===== config.mk =====
export PLATFORM = sky130hd
export DESIGN_NAME = lcd_init_seq
export DESIGN_NICKNAME = d
export VERILOG_FILES = /design/src/rtl/lcd_pkg.sv /design/src/rtl/lcd_init_rom.sv /design/src/rtl/lcd_init_seq.sv
export SDC_FILE = /design/constraint.sdc
export NUM_CORES = 1
export LEC_CHECK = 0
export CAP_MARGIN = 25
export CORE_UTILIZATION = 54
export CTS_CLUSTER_SIZE = 8
export DETAILED_ROUTE_END_ITERATION = 12
export GPL_TIMING_DRIVEN = 0
export PLACE_DENSITY_LB_ADDON = 0.15
export SETUP_SLACK_MARGIN = 0.15
export SYNTH_ARGS = -nofsm -noshare
export SYNTH_HDL_FRONTEND = slang
export SYNTH_HIERARCHICAL = 1
export SYNTH_SLANG_ARGS = --single-unit

===== constraint.sdc =====
create_clock -name clk -period 2.7 [get_ports clk]
set_clock_uncertainty 0.2 [all_clocks]
set_input_delay 0.675 -clock clk [delete_from_list [all_inputs] [get_ports clk]]
set_output_delay 0.675 -clock clk [all_outputs]
set_load 0.1 [all_outputs]

===== src/rtl/lcd_pkg.sv =====
// lcd_pkg: shared types and helpers for the LCD init sequencer.
//  entry_type_t : init-ROM entry kinds (CMD, DATA, DELAY, END)
//  seq_state_t  : sequencer FSM states
//  ENTRY_W      : ROM entry width, {type[1:0], payload[7:0]}
package lcd_pkg;

  localparam int ENTRY_W = 10;

  typedef enum logic [1:0] {
    CMD   = 2'b00,
    DATA  = 2'b01,
    DELAY = 2'b10,
    END   = 2'b11
  } entry_type_t;

  typedef enum logic [2:0] {
    IDLE,
    HWRST_LO,
    HWRST_HI,
    FETCH,
    SEND,
    DRAIN,
    WAIT,
    STREAM
  } seq_state_t;

  function automatic logic [ENTRY_W-1:0] make_entry(input entry_type_t kind,
                                                    input logic [7:0] payload);
    return {kind, payload};
  endfunction

  function automatic entry_type_t entry_kind(input logic [ENTRY_W-1:0] entry);
    return entry_type_t'(entry[9:8]);
  endfunction

endpackage


===== src/rtl/lcd_init_rom.sv =====
// lcd_init_rom: combinational init-command table for the panel.
//  addr  in   $clog2(ROM_DEPTH)  entry address
//  entry out  ENTRY_W            {type[1:0], payload[7:0]}
// INIT_IMAGE selects the table:
//  0 = panel bring-up: sleep-out, 2-unit delay, 16-bit colour mode, display-on.
//  1 = flat command walk (payload 0xC0|addr in every slot, no END) used to
//      exercise the serializer link; the sequencer forces the last slot to END.
module lcd_init_rom
  import lcd_pkg::*;
#(
  parameter int ROM_DEPTH  = 64,
  parameter int INIT_IMAGE = 0,
  parameter int AW         = $clog2(ROM_DEPTH)
) (
  input  logic [AW-1:0]      addr,
  output logic [ENTRY_W-1:0] entry
);

  always_comb begin
    entry = make_entry(END, 8'h00);
    if (INIT_IMAGE == 0) begin
      case (addr)
        AW'(0):  entry = make_entry(CMD,   8'h11);  // sleep out
        AW'(1):  entry = make_entry(DELAY, 8'h02);  // wake-up settle
        AW'(2):  entry = make_entry(CMD,   8'h3A);  // pixel format
        AW'(3):  entry = make_entry(DATA,  8'h55);  // 16 bpp
        AW'(4):  entry = make_entry(DELAY, 8'h00);
        AW'(5):  entry = make_entry(CMD,   8'h29);  // display on
        default: entry = make_entry(END,   8'h00);
      endcase
    end else begin
      entry = make_entry(CMD, 8'hC0 | 8'(addr));
    end
  end

endmodule


===== src/rtl/lcd_init_seq.sv =====
// lcd_init_seq: byte source feeding the LCD serializer.
// Pulses the panel hardware reset, walks the init ROM (commands, parameters,
// timed delays), then passes pixel bytes straight through.
//  clk        in   clock
//  rst        in   asynchronous active-low reset
//  start      in   1-cycle start pulse, honoured only in IDLE
//  busy       out  high in every state except IDLE
//  init_done  out  high in STREAM
//  lcd_rst_n  out  panel hardware reset (active-low)
//  cs_n       out  panel chip select (active-low), low from FETCH onward
//  dc         out  0 = command, 1 = data/parameter/pixel; updated on transfers
//  tx_valid   out  byte offer to serializer
//  tx_ready   in   serializer idle/accepting
//  tx_data    out  byte to serializer
//  px_valid   in   pixel byte offer
//  px_ready   out  pixel byte accepted (STREAM only)
//  px_data    in   pixel byte
module lcd_init_seq
  import lcd_pkg::*;
#(
  parameter int WORD_WIDTH = 8,
  parameter int ROM_DEPTH  = 64,
  parameter int DELAY_UNIT = 27000,
  parameter int RST_CYCLES = 270000,
  parameter int INIT_IMAGE = 0
) (
  input  logic                  clk,
  input  logic                  rst,
  input  logic                  start,
  output logic                  busy,
  output logic                  init_done,
  output logic                  lcd_rst_n,
  output logic                  cs_n,
  output logic                  dc,
  output logic                  tx_valid,
  input  logic                  tx_ready,
  output logic [WORD_WIDTH-1:0] tx_data,
  input  logic                  px_valid,
  output logic                  px_ready,
  input  logic [WORD_WIDTH-1:0] px_data
);

  localparam int          AW         = $clog2(ROM_DEPTH);
  localparam logic [AW-1:0] LAST_ADDR = AW'(ROM_DEPTH - 1);
  localparam logic [31:0] RST_LAST   = 32'(RST_CYCLES - 1);
  localparam logic [31:0] UNIT_LAST  = 32'(DELAY_UNIT - 1);

  seq_state_t         state_reg, state_next;
  logic [AW-1:0]      rom_addr_reg, rom_addr_next;
  logic [31:0]        cnt_reg, cnt_next;
  logic [7:0]         unit_reg, unit_next;
  logic [ENTRY_W-1:0] entry_reg, entry_next;
  logic               dc_reg, dc_next;
  logic               xfer_d_reg;
  logic [ENTRY_W-1:0] rom_entry;
  logic               xfer;

  lcd_init_rom #(
    .ROM_DEPTH  (ROM_DEPTH),
    .INIT_IMAGE (INIT_IMAGE),
    .AW         (AW)
  ) u_rom (
    .addr  (rom_addr_reg),
    .entry (rom_entry)
  );

  assign xfer = tx_valid && tx_ready;
  assign dc   = dc_reg;

  always_ff @(posedge clk or negedge rst) begin
    if (!rst) begin
      state_reg    <= IDLE;
      rom_addr_reg <= '0;
      cnt_reg      <= '0;
      unit_reg     <= '0;
      entry_reg    <= '0;
      dc_reg       <= 1'b0;
      xfer_d_reg   <= 1'b0;
    end else begin
      state_reg    <= state_next;
      rom_addr_reg <= rom_addr_next;
      cnt_reg      <= cnt_next;
      unit_reg     <= unit_next;
      entry_reg    <= entry_next;
      dc_reg       <= dc_next;
      xfer_d_reg   <= xfer;
    end
  end

  always_comb begin
    state_next    = state_reg;
    rom_addr_next = rom_addr_reg;
    cnt_next      = cnt_reg;
    unit_next     = unit_reg;
    entry_next    = entry_reg;
    dc_next       = dc_reg;
    busy          = (state_reg != IDLE);
    init_done     = 1'b0;
    lcd_rst_n     = 1'b1;
    cs_n          = 1'b1;
    tx_valid      = 1'b0;
    tx_data       = '0;
    px_ready      = 1'b0;

    case (state_reg)
      IDLE: begin
        if (start) begin
          state_next = HWRST_LO;
          cnt_next   = '0;
        end
      end

      HWRST_LO: begin
        lcd_rst_n = 1'b0;
        if (cnt_reg == RST_LAST) begin
          cnt_next   = '0;
          state_next = HWRST_HI;
        end else begin
          cnt_next = cnt_reg + 32'd1;
        end
      end

      HWRST_HI: begin
        if (cnt_reg == RST_LAST) begin
          cnt_next   = '0;
          state_next = FETCH;
        end else begin
          cnt_next = cnt_reg + 32'd1;
        end
      end

      FETCH: begin
        cs_n = 1'b0;
        // The last slot is an END no matter what the table holds, so
        // rom_addr can never run off the end of the ROM.
        entry_next = (rom_addr_reg == LAST_ADDR) ? make_entry(END, 8'h00) : rom_entry;
        case (entry_kind(entry_next))
          CMD, DATA: state_next = SEND;
          default:   state_next = DRAIN;
        endcase
      end

      SEND: begin
        cs_n     = 1'b0;
        tx_valid = 1'b1;
        tx_data  = WORD_WIDTH'(entry_reg[7:0]);
        if (tx_ready) begin
          rom_addr_next = rom_addr_reg + AW'(1);
          dc_next       = entry_reg[8];
          state_next    = FETCH;
        end
      end

      DRAIN: begin
        cs_n = 1'b0;
        // A serializer may still show ready in the cycle right after it
        // latched a byte; ignore that cycle so the last byte fully shifts out.
        if (tx_ready && !xfer_d_reg) begin
          if (entry_kind(entry_reg) == DELAY) begin
            state_next = WAIT;
            cnt_next   = '0;
            unit_next  = '0;
          end else begin
            state_next = STREAM;
          end
        end
      end

      WAIT: begin
        cs_n = 1'b0;
        if (entry_reg[7:0] == 8'd0) begin
          rom_addr_next = rom_addr_reg + AW'(1);
          state_next    = FETCH;
        end else if (cnt_reg == UNIT_LAST) begin
          cnt_next = '0;
          if (unit_reg == entry_reg[7:0] - 8'd1) begin
            rom_addr_next = rom_addr_reg + AW'(1);
            state_next    = FETCH;
          end else begin
            unit_next = unit_reg + 8'd1;
          end
        end else begin
          cnt_next = cnt_reg + 32'd1;
        end
      end

      STREAM: begin
        cs_n      = 1'b0;
        init_done = 1'b1;
        tx_valid  = px_valid;
        tx_data   = px_data;
        px_ready  = tx_ready;
        if (px_valid && tx_ready) begin
          dc_next = 1'b1;
        end
      end

      default: state_next = IDLE;
    endcase
  end

endmodule


==> results.yml, run 1 <==
synth:
  synth_edf_count: 0
  synth_xor_area_frac: 0.0799
  postSynthAreaPerCell_um2: 8.90
  yosysMostFrequentCell: "dfrtp_1"
  synthMuxAreaShare: 0.0111
  synthFlopType: "dfrtp_1"
  synth_area_leaders: "dfrtp_1 39%, nor2_1 5.5%, xor2_1 5.3%"
  synth_largest_area_cell: "dfrtp_1"
  synth_top_family_by_area: "simple AND/OR/NAND/NOR gates"
  yosys_warnings: 6
  netlist.area_leader.share: 0.387
  yosysSeqAreaShare: 0.387
  yosys.area_share.simple: 0.300
  synth-seq-cells: 61
  synth_cells: 443
  synth_compound_area_frac: 0.170
  syn_nets: 460
  synthTopCellsByCount: "61 x dfrtp_1, 58 x nor2_1, 31 x nand2_1"
  synth_cell_types: 70
  yosys.area_share.adder: 0.0127
  mappedNetlistArea_um2: 3940
  async_flop_share: 1.00
sta:
  finalCritPeriodShare: 1.03
  timing.fmax_mhz: 361
  max_slew_margin: 0.368
  worst_slew_pin_slew_ns: 0.951
  grt_setup_unrepaired: "true"
  fin_ws_ns: -0.0736
  whs_ns: 0.122
  hold_viol: 0
  drv_slew: 0
  setup_viol: 30
  fin_crit_ns: 2.77
layout:
  areaGrowthSynthToFinish_pct: 44.1
  antennaDiodeCount: 0
  utilization: 0.823
  drive_above_1_share: 0.399
  final_nets: 543
  largest_reg_flops: 32
routing:
  antenna_left: 0
  drt_iter0_markers: 335
  drc: 0
  dr.pass1.iters: 5
  post_drt_via_cell_ratio: 6.47
  detail_route.wl_per_cell_um: 21.0
  vias: 4059
  drt-total-wl_mm: 13.2
pwr:
  power.total_w: 0.00625
  max-vdd-ir-drop_v: 0.000526
  p_leak_nw: 2.34
  power.density_nw_per_um2: 1100
cts:
  cts_tree: "yes"
  cts_buffer_depth: 2
  insertion_delay_ns: 0.36
  htreeDepth: 3
  cts.reportedPaths.clkPinSlew_ns: 0.08
  cts.sinks: 61
  cts_buffers: 9
  cts.root.buffer_cell: "clkbuf_8"
global_routing:
  grt-ovfl-total: 0
  antenna_found_initial: 0
  grt_pass1_wl_mm: 18.7
  first_global_vias: 3734
  grt_usage: 0.324
  grt_max_degree: 39
setup_path:
  startpoint_type: "register"
  cp_slowest_cell: "or4b_4"
  crit_type: "reg2reg"
  required_ns: 2.75
  crit_fanout: 3
  rr_worst_depth: 8
  critical-path-top-delay-family: "simple AND/OR/NAND/NOR gates"
  cpPeakStageDelay_ns: 0.49
  cp_num_cells: 8
  worstPathCellList: "ha_4, or4b_4, nor4_4, nand2_2, o22ai_2, o211ai_1, a31oi_4, mux2_4"
  endpoint_kind: "register"
  crit_buf_inv: 0
  cp.arrival_ns: 2.82
floorplan:
  dieArea_um2: 7650
  num_io_pins: 28
  die-height_um: 87.5
  initial_core_util: 0.571
  num_rows: 30
  core_area_um2: 6910
  die_width_um: 87.5
hold_path:
  hold_class: "in2async"
place:
  port_buffers: 27
  dp_hpwl_mm: 6.83
  place_ws_ns: -0.902
  gp_routability_congestion: 0.892
flow_run:
  maxCapViolations: 0
status:
  outcome: "finished, violations left"
  violations: "setup timing"
[kinds of logic (layout without fill, tap and decap cells)]
logic type,after synthesis,count (layout)
and+or+nand+nor,211,211
AOI/OAI and AO/OA,93,93
DFF,61,61
xor gates and xnor gates,36,36
buffers and inverters,33,121
adders and majority gates,4,4
muxes,4,4
other,1,1
[cell usage in the layout, fill, tap and decap left out, types with 9 or more instances in the layout]
| cell | netlist | final |
|---|---|---|
| a21oi_1 | 19 | 12 |
| nor2_1 | 58 | 23 |
| and3_1 | 18 | 17 |
| xor2_1 | 24 | 24 |
| clkbuf_8 | 0 | 12 |
| dfrtp_1 | 61 | 58 |
| nor2_4 | 1 | 22 |
| buf_4 | 4 | 39 |
| o21ai_0 | 23 | 9 |
| buf_6 | 0 | 14 |
| xnor2_1 | 12 | 12 |
| nand3_1 | 28 | 27 |
| clkdlybuf4s50_1 | 0 | 9 |
| buf_12 | 0 | 10 |
| nand2_1 | 31 | 28 |
| nor2_2 | 0 | 14 |
[through the flow]
| stage | TNS [ns] | cell area (um^2) | cells |
|---|---|---|---|
| floorplan | -0.170 | 4040 | 443 |
| global placement | -94.59 | 4430 | 566 |
| detailed placement | -22.01 | 4440 | 567 |
| CTS | -0.000196 | 5240 | 611 |
| global route | -2.97 | 5680 | 627 |
| finish | -1.60 | 5680 | 627 |
[path summary, 6_finish.rpt]
check                                      endpoint  slack [ns]                     from
setup reg to reg           state_reg[1]$_DFFE_PN0P_       -0.07   cnt_reg[1]$_DFFE_PN0P_
setup / recovery           state_reg[1]$_DFFE_PN0P_       -0.07   cnt_reg[1]$_DFFE_PN0P_
hold / removal              unit_reg[3]$_DFFE_PN0P_        0.12                      rst
max in group asynchronous    cnt_reg[4]$_DFFE_PN0P_        1.55                      rst
min in group clk            cnt_reg[25]$_DFFE_PN0P_        0.31  cnt_reg[25]$_DFFE_PN0P_
hold reg to reg             cnt_reg[25]$_DFFE_PN0P_        0.31  cnt_reg[25]$_DFFE_PN0P_
[repair_timing]
| item | CTS | global route |
|---|---|---|
| gates cloned | 2 | 3 |
| hold endpoints to repair | 0 | 0 |
| resized for setup | 183 | 104 |
| setup buffers | 26 | 13 |
| pin swaps | 34 | 37 |
| setup endpoints to repair | 64 | 59 |
| hold buffers | 0 | 0 |
[power by group]
| group | leakage [nW] | internal [W] | switching, W |
|---|---|---|---|
| logic | 1.44 | 0.00164 | 0.00240 |
| clock network | 0.112 | 0.000543 | 0.000398 |
| registers | 0.790 | 0.00106 | 0.000204 |
[area by class of cell]
type	instances	area [um^2]
multi-input combinational	349	2760
sequential	61	1530
fill	388	1220
timing repair buffer	72	774
buffer	26	245
clock buffer	10	138
tap	96	120
clock inverter	6	86.3
inverter	7	26.3
[per-layer routing]
metal / global-route usage / wire [um] / up-vias
met2: 0.543 / 6680 / 205
met3: 0.0711 / 812 / 70
li1: - / - / 1771
met5: 0 / 0 / -
met4: 0.179 / 701 / 0
met1: 0.387 / 4990 / 2013
Power figures use the tool's default switching activity.
==> run 2: changes to the inputs <==
CORE_MARGIN = 3   (was unset)
==> run 2 against run 1 <==
The flow still finishes with violations (setup timing). Clock power down 20%. Hold slack worse by 0.026 ns. Flip-flop and latch count unchanged. Sequential share of layout area up 0.47 points. First-iteration DRC count up 23%. Core utilization down 1.7 points. Critical path depth up 1. Largest power group unchanged.
==> results.yml, run 2 (synthesis results as in run 1) <==
layout:
  final.fill_count: 386
  regArea_um2: 1530
  drive_above_1_share: 0.375
  multi_input_area_um2: 2690
  mostFrequentLayoutCells: "56 x dfrtp_1, 49 x buf_4, 41 x nor2_1"
  areaGrowthSynthToFinish_pct: 41.9
  final_nets: 550
  final_common_cell: "dfrtp_1"
  antennaDiodeCount: 0
  largest_reg_flops: 32
  post_layout_nonfiller_instances: 634
routing:
  drt_iter0_markers: 411
  wl_met1_mm: 5.21
  detail_route.wl_per_cell_um: 20.8
  wl_met3_mm: 1.17
  dr.pass1.iters: 5
  antenna_left: 0
  wl_met2_mm: 6.25
  highest_layer: "met4"
  drc: 0
  vias: 4167
  post_drt_via_cell_ratio: 6.57
  drt-total-wl_mm: 13.2
cts:
  htreeDepth: 3
  cts_buffer_depth: 2
  cts_tree: "yes"
  cts.reportedPaths.clkPinSlew_ns: 0.07
  insertion_delay_ns: 0.35
  cts.sinks: 61
  cts_buffers: 9
  cts.root.buffer_cell: "clkbuf_8"
sta:
  fin_crit_ns: 2.82
  timing.fmax_mhz: 355
  grt_setup_unrepaired: "true"
  drv_slew: 0
  worst_slew_pin_slew_ns: 0.963
  setup_viol: 8
  finalCritPeriodShare: 1.04
  max_slew_margin: 0.360
  fin_ws_ns: -0.121
  hold_viol: 0
setup_path:
  required_ns: 2.73
  rr_worst_depth: 9
  endpoint_kind: "register"
  critical-path-top-delay-family: "compound AO/OA/AOI/OAI gates"
  crit_fanout: 4
  startpoint_type: "register"
  rrSetupSlack_ns: -0.12
  crit_buf_inv: 1
  regToRegEndpoint: "state_reg[1]$_DFFE_PN0P_"
  cp_slowest_cell: "dfrtp_1"
  cpPeakStageDelay_ns: 0.39
  worstPathCellList: "inv_2, ha_4, o21ba_1, a221o_1, a2111oi_4, and4_4, nand2_4, a31oi_4, mux2_4"
  r2r_start: "entry_reg[1]$_DFFE_PN0P_"
  cp_num_cells: 9
  crit_end: "state_reg[1]$_DFFE_PN0P_"
  crit_start: "entry_reg[1]$_DFFE_PN0P_"
  cp.arrival_ns: 2.85
  crit_type: "reg2reg"
place:
  dp_hpwl_mm: 6.97
  placed_cells: 567
  gp_routability_congestion: 0.877
  port_buffers: 27
status:
  violations: "setup timing"
  outcome: "finished, violations left"
floorplan:
  die_width_um: 91.5
  num_io_pins: 28
  num_rows: 30
  die-height_um: 91.5
  dieArea_um2: 8360
  initial_core_util: 0.568
  core_area_um2: 6940
flow_run:
  maxCapViolations: 0
global_routing:
  antenna_found_initial: 0
  grt_max_degree: 41
  grt_usage: 0.282
  first_global_vias: 3782
  grt-ovfl-total: 0
  grt_pass1_wl_mm: 18.9
hold_path:
  hold_class: "in2async"
pwr:
  max-vdd-ir-drop_v: 0.000916
  p_leak_nw: 2.37
  power.total_w: 0.00597
  power.density_nw_per_um2: 1070
==> run 2: area by class of cell <==
| cell class | count | share of cell area |
|---|---|---|
| Timing Repair Buffer | 79 | 0.143 |
| Buffer | 26 | 0.0441 |
| Clock inverter | 4 | 0.00403 |
| Tap cell | 96 | 0.0215 |
| Inverter | 7 | 0.00470 |
| Clock buffer | 12 | 0.0277 |
| Sequential cell | 61 | 0.274 |
| Multi-Input combinational cell | 349 | 0.481 |
==> run 2: routing by layer <==
layer	GRT usage	vias to the layer above
li1	-	1789
met4	0.118	0
met2	0.441	279
met3	0.0638	75
met5	0	-
met1	0.376	2024
==> run 2: worst min path at each step <==
stage                     slack, ns                    start                       to
after global placement         0.29  cnt_reg[25]$_DFFE_PN0P_  cnt_reg[25]$_DFFE_PN0P_
after detailed placement       0.29  cnt_reg[25]$_DFFE_PN0P_  cnt_reg[25]$_DFFE_PN0P_
after floorplan                0.18                      rst   cnt_reg[0]$_DFFE_PN0P_
after global routing           0.14                      rst  cnt_reg[14]$_DFFE_PN0P_
final                           0.1                      rst  cnt_reg[21]$_DFFE_PN0P_
after CTS                      0.10                      rst  cnt_reg[21]$_DFFE_PN0P_
==> run 2: per-stage QoR <==
stage | setup WS [ns] | cell area [um^2] | utilization | hold slack [ns] | TNS (ns)
2_1_floorplan | -0.0505 | 4040 | - | 0.179 | -0.170
3_3_place_gp | -1.22 | 4430 | 0.637 | 0.285 | -94.91
3_5_place_dp | -0.890 | 4440 | 0.640 | 0.293 | -23.83
4_1_cts | -0.0256 | 5210 | 0.750 | 0.101 | -0.0421
5_1_grt | -0.167 | 5600 | 0.806 | 0.136 | -1.19
6_report | -0.121 | 5600 | 0.806 | 0.0958 | -0.373
==> run 2: worst register-to-register path, delay by kind of cell (launching register included) <==
| kind | cells | cell delay [ns] |
|---|---|---|
| AND/OR/NAND/NOR | 2 | 0.36 |
| adder cells (fa/ha/maj) | 1 | 0.17 |
| flip-flops | 1 | 0.39 |
| buffers and inverters | 1 | 0.06 |
| multiplexers | 1 | 0.34 |
| AO/OA/AOI/OAI | 4 | 1.19 |
==> run 2: report_power, final <==
part           switching (W)  leakage [nW]  internal, W
clock               0.000378        0.0921     0.000379
sequential          0.000183         0.786      0.00106
combinational        0.00232          1.49      0.00165
total                0.00288          2.37      0.00309
==> run 2: repair_timing <==
| item | CTS | global route |
|---|---|---|
| setup buffers | 23 | 26 |
| gates cloned | 2 | 0 |
| hold buffers | 0 | 0 |
| setup endpoints to repair | 64 | 58 |
| pin swaps | 36 | 33 |
| resized for setup | 191 | 73 |
